**src/rtl/count_arb_if.sv**
```systemverilog
// Bundle of the request/length/grant/status signals shared between the
// requesters and the count_arb shared-counter arbiter.
interface count_arb_if #(
  parameter int NREQ = 4
);
  logic [NREQ-1:0]   req;
  logic [8*NREQ-1:0] len;
  logic [NREQ-1:0]   gnt;
  logic [NREQ-1:0]   done;
  logic              busy;
  logic [7:0]        cnt;

  // Requester side: drives requests and run lengths, observes status.
  modport master (
    output req,
    output len,
    input  gnt,
    input  done,
    input  busy,
    input  cnt
  );

  // Arbiter side: samples requests and lengths, drives grant and counter.
  modport slave (
    input  req,
    input  len,
    output gnt,
    output done,
    output busy,
    output cnt
  );
endinterface

```
**src/rtl/count_arb.sv**
```systemverilog
// count_arb: NREQ requesters share one 8-bit counter. A winner is picked in
// IDLE, its length is latched as the target, the counter runs 0..target,
// then a one-cycle done pulse is returned to the owner.
// Optional feature: define COUNT_ARB_RR_EN for round-robin arbitration;
// otherwise fixed priority (lowest index wins) with no pointer register.
module count_arb #(
  parameter int NREQ = 4
) (
  input  logic        clk,
  input  logic        rst,
  count_arb_if.slave  arb
);

  localparam int IDX_W = $clog2(NREQ);

  typedef enum logic [1:0] {
    S_IDLE = 2'd0,
    S_RUN  = 2'd1,
    S_DONE = 2'd2
  } state_t;

  state_t            state_q, state_d;
  logic [7:0]        cnt_q, cnt_d;
  logic [7:0]        target_q, target_d;
  logic [NREQ-1:0]   gnt_q, gnt_d;

  logic              win_found;
  logic [IDX_W-1:0]  win_idx;
  logic [IDX_W-1:0]  scan_idx;
  logic [7:0]        win_len;

`ifdef COUNT_ARB_RR_EN
  logic [IDX_W-1:0]  ptr_q, ptr_d;
  logic [IDX_W-1:0]  owner_q, owner_d;
  logic [IDX_W:0]    rr_sum;
`endif

  // Winner selection: scan requesters starting at the pointer (round-robin)
  // or at index 0 (fixed priority); the first set request wins.
  always_comb begin
    win_found = 1'b0;
    win_idx   = '0;
    win_len   = '0;
    scan_idx  = '0;
`ifdef COUNT_ARB_RR_EN
    rr_sum    = '0;
`endif
    for (int k = 0; k < NREQ; k++) begin
`ifdef COUNT_ARB_RR_EN
      // ptr + k stays below 2*NREQ, so one conditional subtract wraps it.
      rr_sum = {1'b0, ptr_q} + (IDX_W+1)'(k);
      if (rr_sum >= (IDX_W+1)'(NREQ)) begin
        rr_sum = rr_sum - (IDX_W+1)'(NREQ);
      end
      scan_idx = rr_sum[IDX_W-1:0];
`else
      scan_idx = IDX_W'(k);
`endif
      if (!win_found && arb.req[scan_idx]) begin
        win_found = 1'b1;
        win_idx   = scan_idx;
        win_len   = arb.len[{scan_idx, 3'b000} +: 8];
      end
    end
  end

  // Next-state and datapath updates for the IDLE/RUN/DONE sequence.
  always_comb begin
    state_d  = state_q;
    cnt_d    = cnt_q;
    target_d = target_q;
    gnt_d    = gnt_q;
`ifdef COUNT_ARB_RR_EN
    ptr_d    = ptr_q;
    owner_d  = owner_q;
`endif
    unique case (state_q)
      S_IDLE: begin
        cnt_d = '0;
        gnt_d = '0;
        if (win_found) begin
          gnt_d[win_idx] = 1'b1;
          target_d       = win_len;
          state_d        = S_RUN;
`ifdef COUNT_ARB_RR_EN
          owner_d        = win_idx;
`endif
        end
      end
      S_RUN: begin
        // Counting stops at the target, so cnt can never wrap past 255.
        if (cnt_q == target_q) begin
          state_d = S_DONE;
        end else begin
          cnt_d = cnt_q + 8'd1;
        end
      end
      S_DONE: begin
        state_d = S_IDLE;
        gnt_d   = '0;
        cnt_d   = '0;
`ifdef COUNT_ARB_RR_EN
        if (owner_q == IDX_W'(NREQ - 1)) begin
          ptr_d = '0;
        end else begin
          ptr_d = owner_q + IDX_W'(1);
        end
`endif
      end
      default: begin
        state_d = S_IDLE;
        gnt_d   = '0;
        cnt_d   = '0;
      end
    endcase
  end

  // State registers with synchronous reset; reset drops any run in progress.
  always_ff @(posedge clk) begin
    if (rst) begin
      state_q  <= S_IDLE;
      cnt_q    <= '0;
      target_q <= '0;
      gnt_q    <= '0;
`ifdef COUNT_ARB_RR_EN
      ptr_q    <= '0;
      owner_q  <= '0;
`endif
    end else begin
      state_q  <= state_d;
      cnt_q    <= cnt_d;
      target_q <= target_d;
      gnt_q    <= gnt_d;
`ifdef COUNT_ARB_RR_EN
      ptr_q    <= ptr_d;
      owner_q  <= owner_d;
`endif
    end
  end

  assign arb.gnt  = gnt_q;
  assign arb.done = (state_q == S_DONE) ? gnt_q : '0;
  assign arb.busy = (state_q != S_IDLE);
  assign arb.cnt  = cnt_q;

endmodule

```
**src/flat_wrapper.sv**
```systemverilog
// flat-port wrapper written by rule: the top's interface ports become plain ports
module count_arb_flat 
#(
  parameter int NREQ = 4
)
  (clk, rst, arb_req, arb_len, arb_gnt, arb_done, arb_busy, arb_cnt);
  count_arb_if #(.NREQ(NREQ)) arb_i ();
  input  logic clk;
  input  logic rst;
  input wire logic [$bits(arb_i.req)-1:0] arb_req;
  input wire logic [$bits(arb_i.len)-1:0] arb_len;
  output wire logic [$bits(arb_i.gnt)-1:0] arb_gnt;
  output wire logic [$bits(arb_i.done)-1:0] arb_done;
  output wire logic [$bits(arb_i.busy)-1:0] arb_busy;
  output wire logic [$bits(arb_i.cnt)-1:0] arb_cnt;
  assign arb_i.req = arb_req;
  assign arb_i.len = arb_len;
  assign arb_gnt = arb_i.gnt;
  assign arb_done = arb_i.done;
  assign arb_busy = arb_i.busy;
  assign arb_cnt = arb_i.cnt;
  count_arb #(.NREQ(NREQ)) u_core (.clk(clk), .rst(rst), .arb(arb_i));
endmodule
```
**config.mk**
```make
export PLATFORM = sky130hd
export DESIGN_NAME = count_arb_flat
export DESIGN_NICKNAME = d
export VERILOG_FILES = /design/src/rtl/count_arb_if.sv /design/src/rtl/count_arb.sv /design/src/flat_wrapper.sv
export SDC_FILE = /design/constraint.sdc
export NUM_CORES = 1
export LEC_CHECK = 0
export CELL_PAD_IN_SITES_DETAIL_PLACEMENT = 1
export CELL_PAD_IN_SITES_GLOBAL_PLACEMENT = 2
export CORE_MARGIN = 2
export CORE_UTILIZATION = 25
export CTS_BUF_LIST = sky130_fd_sc_hd__clkbuf_2 sky130_fd_sc_hd__clkbuf_4 sky130_fd_sc_hd__clkbuf_8
export DETAILED_ROUTE_END_ITERATION = 12
export GPL_TIMING_DRIVEN = 0
export PLACE_DENSITY = 0.86
export SLEW_MARGIN = 20
export SYNTH_ARGS = -nofsm -noshare
export SYNTH_HDL_FRONTEND = slang
export SYNTH_SLANG_ARGS = --single-unit
```
**constraint.sdc**
```tcl
create_clock -name clk -period 3.15 [get_ports clk]
set_input_delay 0.4725 -clock clk [delete_from_list [all_inputs] [get_ports clk]]
set_output_delay 0.4725 -clock clk [all_outputs]
set_load 0.05 [all_outputs]
```
==> results of run 1 <==
cell usage after synthesis:
cell type	number	share of area, %
mux2i_1	4	3.3
and4_2	1	0.82
a211oi_1	9	5.5
xor2_1	8	5.8
nand4_1	1	0.51
a21oi_1	14	5.8
xnor2_1	6	4.3
clkbuf_1	3	0.92
nand2_2	1	0.51
ha_1	1	1.0
or2_2	1	0.51
a21o_1	1	0.62
nor4b_1	2	1.4
and2_1	7	3.6
nor4_2	2	2.1
o21ai_0	1	0.41
buf_1	1	0.31
nand2_1	6	1.8
buf_2	4	1.6
nand3_1	1	0.41
a221oi_1	7	5.0
and2_2	1	0.62
inv_1	9	2.8
a21boi_1	1	0.62
nor2b_1	2	1.0
a2111oi_0	1	0.72
dfxtp_1	22	36
nor2_1	17	5.2
nand2b_1	1	0.51
nor3_1	13	5.3
nor3b_1	1	0.62
worst paths after layout:
check,start,endpoint,slack [ns],cells past startpoint
worst max-delay path,u_core.state_q[1],arb_done[3],0.74,3
worst min register to register,u_core.target_q[4],u_core.target_q[4],0.51,2
worst max register to register,u_core.arb.cnt[3],u_core.arb.cnt[7],1.41,5
worst min-delay path,u_core.target_q[4],u_core.target_q[4],0.51,2
cell usage in the layout (no fill, tap or decap), drive strengths merged, types with 4 or more instances in the layout:
cell / n
buf: 5
nand2: 7
nor3: 13
clkbuf: 6
inv: 9
and2: 8
a221oi: 7
xnor2: 6
mux2i: 4
a211oi: 9
clkdlybuf4s50: 54
a21oi: 14
xor2: 8
nor2: 17
dfxtp: 22
area by class of cell:
| cell class | count | share of cell area, % |
|---|---|---|
| Timing Repair Buffer | 54 | 28.70 |
| Sequential cell | 22 | 23.39 |
| Buffer | 8 | 1.860 |
| Tap cell | 67 | 4.452 |
| Multi-Input combinational cell | 110 | 37.61 |
| Clock buffer | 3 | 2.193 |
| Inverter | 9 | 1.794 |
stage by stage:
step	hold slack [ns]	power (µW)	utilization [%]	instance area, µm²
after global routing	0.5359	1019	39.87	1883
after detailed placement	0.4969	784.2	38.99	1842
after floorplan	0.4795	641.3	-	1217
after CTS	0.5113	963.2	39.87	1883
after global placement	0.4940	777.1	38.99	1842
final	0.5060	948.5	39.87	1883
flip-flops by register name (all words and copies together), names as in the netlist:
register	flops
u_core.state_q	2
u_core.arb.cnt	8
u_core.arb.gnt	4
u_core.target_q	8
power breakdown:
part	internal, µW	leakage [µW]	total [µW]	switching, µW
combinational	172	0.000537	412	240
clock	85.4	0.0000216	176	90.2
sequential	325	0.000180	361	35.9
total	582	0.000739	948	366
kinds of logic after synthesis:
kind of cell | count (synthesis) | share of synthesized area (%)
and+or+nand+nor | 57 | 25.08
AOI/OAI and AO/OA | 34 | 18.71
DFF | 22 | 36.18
buffers and inverters | 17 | 5.652
xor gates and xnor gates | 14 | 10.07
muxes | 4 | 3.289
adders and majority gates | 1 | 1.028
critical path, cell delays in order, from the launching register on:
cell             delay (ns)
dfxtp_1                0.46
nor2b_1                0.26
and2_1                 0.16
clkdlybuf4s50_1        0.79
layer usage:
| layer | GRT usage (%) | vias up | wire length (µm) |
|---|---|---|---|
| met3 | 3.292 | 4 | 202 |
| li1 | - | 643 | - |
| met5 | 0 | - | 0 |
| met1 | 17.01 | 570 | 1622 |
| met4 | 4.242 | 0 | 29 |
| met2 | 22.92 | 36 | 1544 |
==> flow_summary_export.csv, run 1 <==
group,metric,value,unit
floorplan,die-width,73.79,µm
layout,diodes,0,
yosys,synth_nets,188,
floorplan,initial_core_util,25.77,%
yosys,synth_cell_types,31,
clock_network,clockRootBuffer,"clkbuf_8",
yosys,synth_cells,149,
layout,multi_input_area,708.2,µm²
place,dpl.hpwl,2.707,mm
sta,finalCritPeriodShare,76.38,%
setup_path,crit_path_start_kind,"register",
global_routing,grt_max_degree,12,
clock_network,cts.path.max_buffers,2,
drt,first_iter_violations,19,
drt,wl_per_cell,12.45,µm
drt,viasPerCell,4.590,
clock_network,cts_tree,"built",
layout,drive_above_1_share,6.311,%
floorplan,core.rowCount,25,
place,portBuffers,54,
layout,area_growth,54.68,%
sta,slew_headroom,57.95,%
layout,nets,247,
layout,ff_latch_area,440.4,µm²
sta,setup_violations,0,
setup_path,cp_data_required_time,2.68,ns
sta,slew_viol_final,0,
sta,skew,0.001157,ns
sta,setup_tns,0,ns
clock_network,path_clk_slew,0.08,ns
yosys,syn_avg_cell_area,8.171,µm²
floorplan,design.die.area,0.005444,mm²
global_routing,grt_pass1_wl,5.885,mm
layout,nFillCells,565,
sta,fin_ws,0.7439,ns
power,p_leak,0.0007389,µW
global_routing,track_usage,13.61,%
floorplan,coreArea,0.004723,mm²
yosys,syn_area,0.001217,mm²
setup_path,worstPathArrival,1.93,ns
power,vdd_ir_drop_max,0.1476,mV
floorplan,io_pins,55,
drt,drt-total-wl,3.398,mm
power,powerDensity,503.7,mW/mm²
clock_network,postCtsResizedCells,0,
setup_path,crit_fanout,7,
floorplan,die_h,73.79,µm
sta,fmax,0.4156,GHz
clock_network,clock_latency,0.26,ns
yosys,yosysWarnings,0,
clock_network,numCtsBuffers,3,
clock_network,htree_levels,1,
setup_path,crit_type,"reg -> out",
setup_path,endpoint_kind,"primary output",
global_routing,grt_pass1_vias,1294,
clock_network,ctsHoldBuffers,0,
global_routing,antenna_found_initial,0,
sta,finalCriticalPeriod,2.406,ns
sta,hold_viol,0,
place,pre_cts_slack,0.7735,ns
drt,num_vias,1253,
place,place_inst,270,
layout,final_cells,273,
drt,drtPass1Iterations,2,
sta,rsz0062_at_grt,"false",
clock_network,cts.sinks,22,
place,gp_congestion,0.6879,
flow_run,cap_viol_max_count,0,
clock_network,postCtsSetupBuffers,0,
global_routing,gr-total-overflow,0,
drt,drc,0,
yosys,ys_seq_area_share,36.18,%
drt,ant_nets,0,
status,status,"finished clean",
sta,worst_slew_pin_slew,0.6255,ns
min_path,hp-class,"reg -> reg",
yosys,synth_seq_cells,22,
Power figures use the tool's default switching activity.
==> run 2: changes to the inputs <==
--- a/config.mk
+++ b/config.mk
@@ -8,11 +8,11 @@
 export CELL_PAD_IN_SITES_DETAIL_PLACEMENT = 1
 export CELL_PAD_IN_SITES_GLOBAL_PLACEMENT = 2
 export CORE_MARGIN = 2
-export CORE_UTILIZATION = 25
+export CORE_UTILIZATION = 21
 export CTS_BUF_LIST = sky130_fd_sc_hd__clkbuf_2 sky130_fd_sc_hd__clkbuf_4 sky130_fd_sc_hd__clkbuf_8
 export DETAILED_ROUTE_END_ITERATION = 12
 export GPL_TIMING_DRIVEN = 0
-export PLACE_DENSITY = 0.86
+export PLACE_DENSITY = 0.77
 export SLEW_MARGIN = 20
 export SYNTH_ARGS = -nofsm -noshare
 export SYNTH_HDL_FRONTEND = slang
==> constraint.sdc (replaced) <==
create_clock -name clk -period 2 [get_ports clk]
set_input_delay 0.3 -clock clk [delete_from_list [all_inputs] [get_ports clk]]
set_output_delay 0.3 -clock clk [all_outputs]
set_load 0.05 [all_outputs]
==> flow_summary_export.csv, run 2 (synthesis gave the netlist of run 1 again) <==
group,metric,value,unit
setup_path,crit_path_start_kind,"register",
setup_path,crit_type,"reg -> out",
clock_network,clock_latency,0.26,ns
clock_network,htree_levels,1,
flow_run,cap_viol_max_count,0,
layout,final_cell_mix,"clkdlybuf4s50_1 (49), dfxtp_1 (22), nor2_1 (17), a21oi_1 (14), nor3_1 (13)",
layout,multi_input_area,709.4,µm²
drt,num_vias,1232,
place,place_inst,275,
clock_network,ctsHoldBuffers,0,
layout,nets,247,
setup_path,reg2reg_from,"u_core.arb.cnt[3]",
place,portBuffers,54,
status,status,"finished clean",
sta,finalCriticalPeriod,1.860,ns
setup_path,r2r_cells,5,
clock_network,cts_tree,"built",
setup_path,endpoint_kind,"primary output",
global_routing,gr-total-overflow,0,
drt,viasPerCell,4.432,
layout,diodes,0,
drt,drtPass1Iterations,4,
drt,drt-total-wl,3.355,mm
setup_path,crit_fanout,7,
power,p_leak,0.0007471,µW
setup_path,crit_start,"u_core.state_q[1]",
global_routing,grt_pass1_vias,1246,
sta,hold_viol,0,
layout,utilization,33.99,%
clock_network,postCtsSetupBuffers,0,
drt,first_iter_violations,26,
global_routing,track_usage,11.05,%
global_routing,antenna_found_initial,0,
layout,ff_latch_area,440.4,µm²
global_routing,grt_pass1_wl,5.664,mm
floorplan,initial_core_util,21.97,%
sta,rsz0062_at_grt,"false",
floorplan,io_pins,55,
layout,final_common_cell,"clkdlybuf4s50_1",
power,vdd_ir_drop_max,0.3168,mV
layout,nFillCells,691,
floorplan,die_h,80.14,µm
clock_network,path_clk_slew,0.08,ns
layout,final_cells,278,
clock_network,cts.sinks,22,
setup_path,timing.rr.end,"u_core.arb.cnt[7]",
clock_network,clockRootBuffer,"clkbuf_8",
sta,finalCritPeriodShare,92.99,%
place,dpl.hpwl,2.726,mm
place,gp_congestion,0.7049,
setup_path,crit_path_end,"arb_done[0]",
setup_path,worstPathArrival,1.56,ns
clock_network,cts.path.max_buffers,2,
sta,worst_slew_pin_slew,0.6215,ns
floorplan,coreArea,0.005540,mm²
drt,wl_per_cell,12.07,µm
floorplan,design.die.area,0.006422,mm²
sta,slew_headroom,58.57,%
setup_path,r2r_slack,0.30,ns
sta,slew_viol_final,0,
min_path,hp-class,"reg -> reg",
floorplan,core.rowCount,27,
global_routing,grt_max_degree,12,
power,powerDensity,786.3,mW/mm²
sta,skew,0.002076,ns
setup_path,cp_data_required_time,1.70,ns
layout,area_growth,54.68,%
drt,drc,0,
clock_network,numCtsBuffers,3,
sta,setup_violations,0,
sta,fmax,0.5377,GHz
layout,drive_above_1_share,8.738,%
floorplan,die-width,80.14,µm
drt,ant_nets,0,
-- run 2: cell types whose count changed in the layout (fill, tap and decap cells not counted) --
cell             before  now
a2111oi_1             0    1
dlygate4sd2_1         0    1
buf_1                 1    0
clkdlybuf4s50_1      54   49
a2111oi_0             1    0
clkdlybuf4s15_2       0    2
clkbuf_2              0    3
-- run 2: power breakdown --
| group | leakage (µW) | total, µW | switching (µW) | internal [µW] |
|---|---|---|---|---|
| clock network | 0.0000216 | 277 | 142 | 135 |
| registers | 0.000180 | 569 | 56.3 | 512 |
| logic | 0.000545 | 635 | 371 | 264 |
| total | 0.000747 | 1480 | 569 | 911 |
-- run 2: metal layers --
layer  global-route usage [%]  wire, µm
met3                    2.247       193
met4                    4.068        44
met1                    14.31      1642
met2                    18.00      1474
met5                        0         0
-- run 2: what timing repair did --
item | CTS | global route
endpoints found under the setup margin | 5 | 6
hold endpoints to repair | 0 | 0
resized for setup | 11 | 4
-- run 2: how the worst min path moves through the flow --
stage / from / end / slack [ns] / cells after the start
3_5_place_dp: u_core.target_q[1] / u_core.target_q[1] / 0.49 / 2
2_1_floorplan: rst / u_core.target_q[0] / 0.38 / 1
5_1_grt: u_core.arb.cnt[7] / u_core.arb.cnt[7] / 0.53 / 2
4_1_cts: u_core.target_q[7] / u_core.target_q[7] / 0.51 / 2
3_3_place_gp: u_core.target_q[1] / u_core.target_q[1] / 0.50 / 2
6_report: u_core.target_q[0] / u_core.target_q[0] / 0.51 / 2
-- run 2: layout make-up --
cell class              instances  area share [%]
plain buffers                   8           1.927
clock buffers                   3           2.193
inverters                       9           1.794
multi-input cells             110           37.67
flip-flops and latches         22           23.39
well taps                      72           4.784
repair buffers                 54           28.24
-- run 2: critical path: stages, from the launching register on --
cell	delay, ns
dfxtp_1	0.46
nor2b_1	0.29
and2_1	0.17
clkdlybuf4s15_2	0.37
-- run 2: through the flow --
| stage | TNS [ns] | total power (µW) | worst slack (ns) | hold slack (ns) | cell area, µm² |
|---|---|---|---|---|---|
| after global placement | -1.153 | 1226 | -0.1889 | 0.4958 | 1848 |
| after detailed placement | -1.124 | 1233 | -0.1727 | 0.4945 | 1848 |
| final | 0 | 1481 | 0.1402 | 0.5096 | 1883 |
| after CTS | 0 | 1508 | 0.002972 | 0.5109 | 1891 |
| after global routing | 0 | 1591 | 0.01565 | 0.5265 | 1883 |
| after floorplan | 0 | 1010 | 0.1493 | 0.3793 | 1217 |
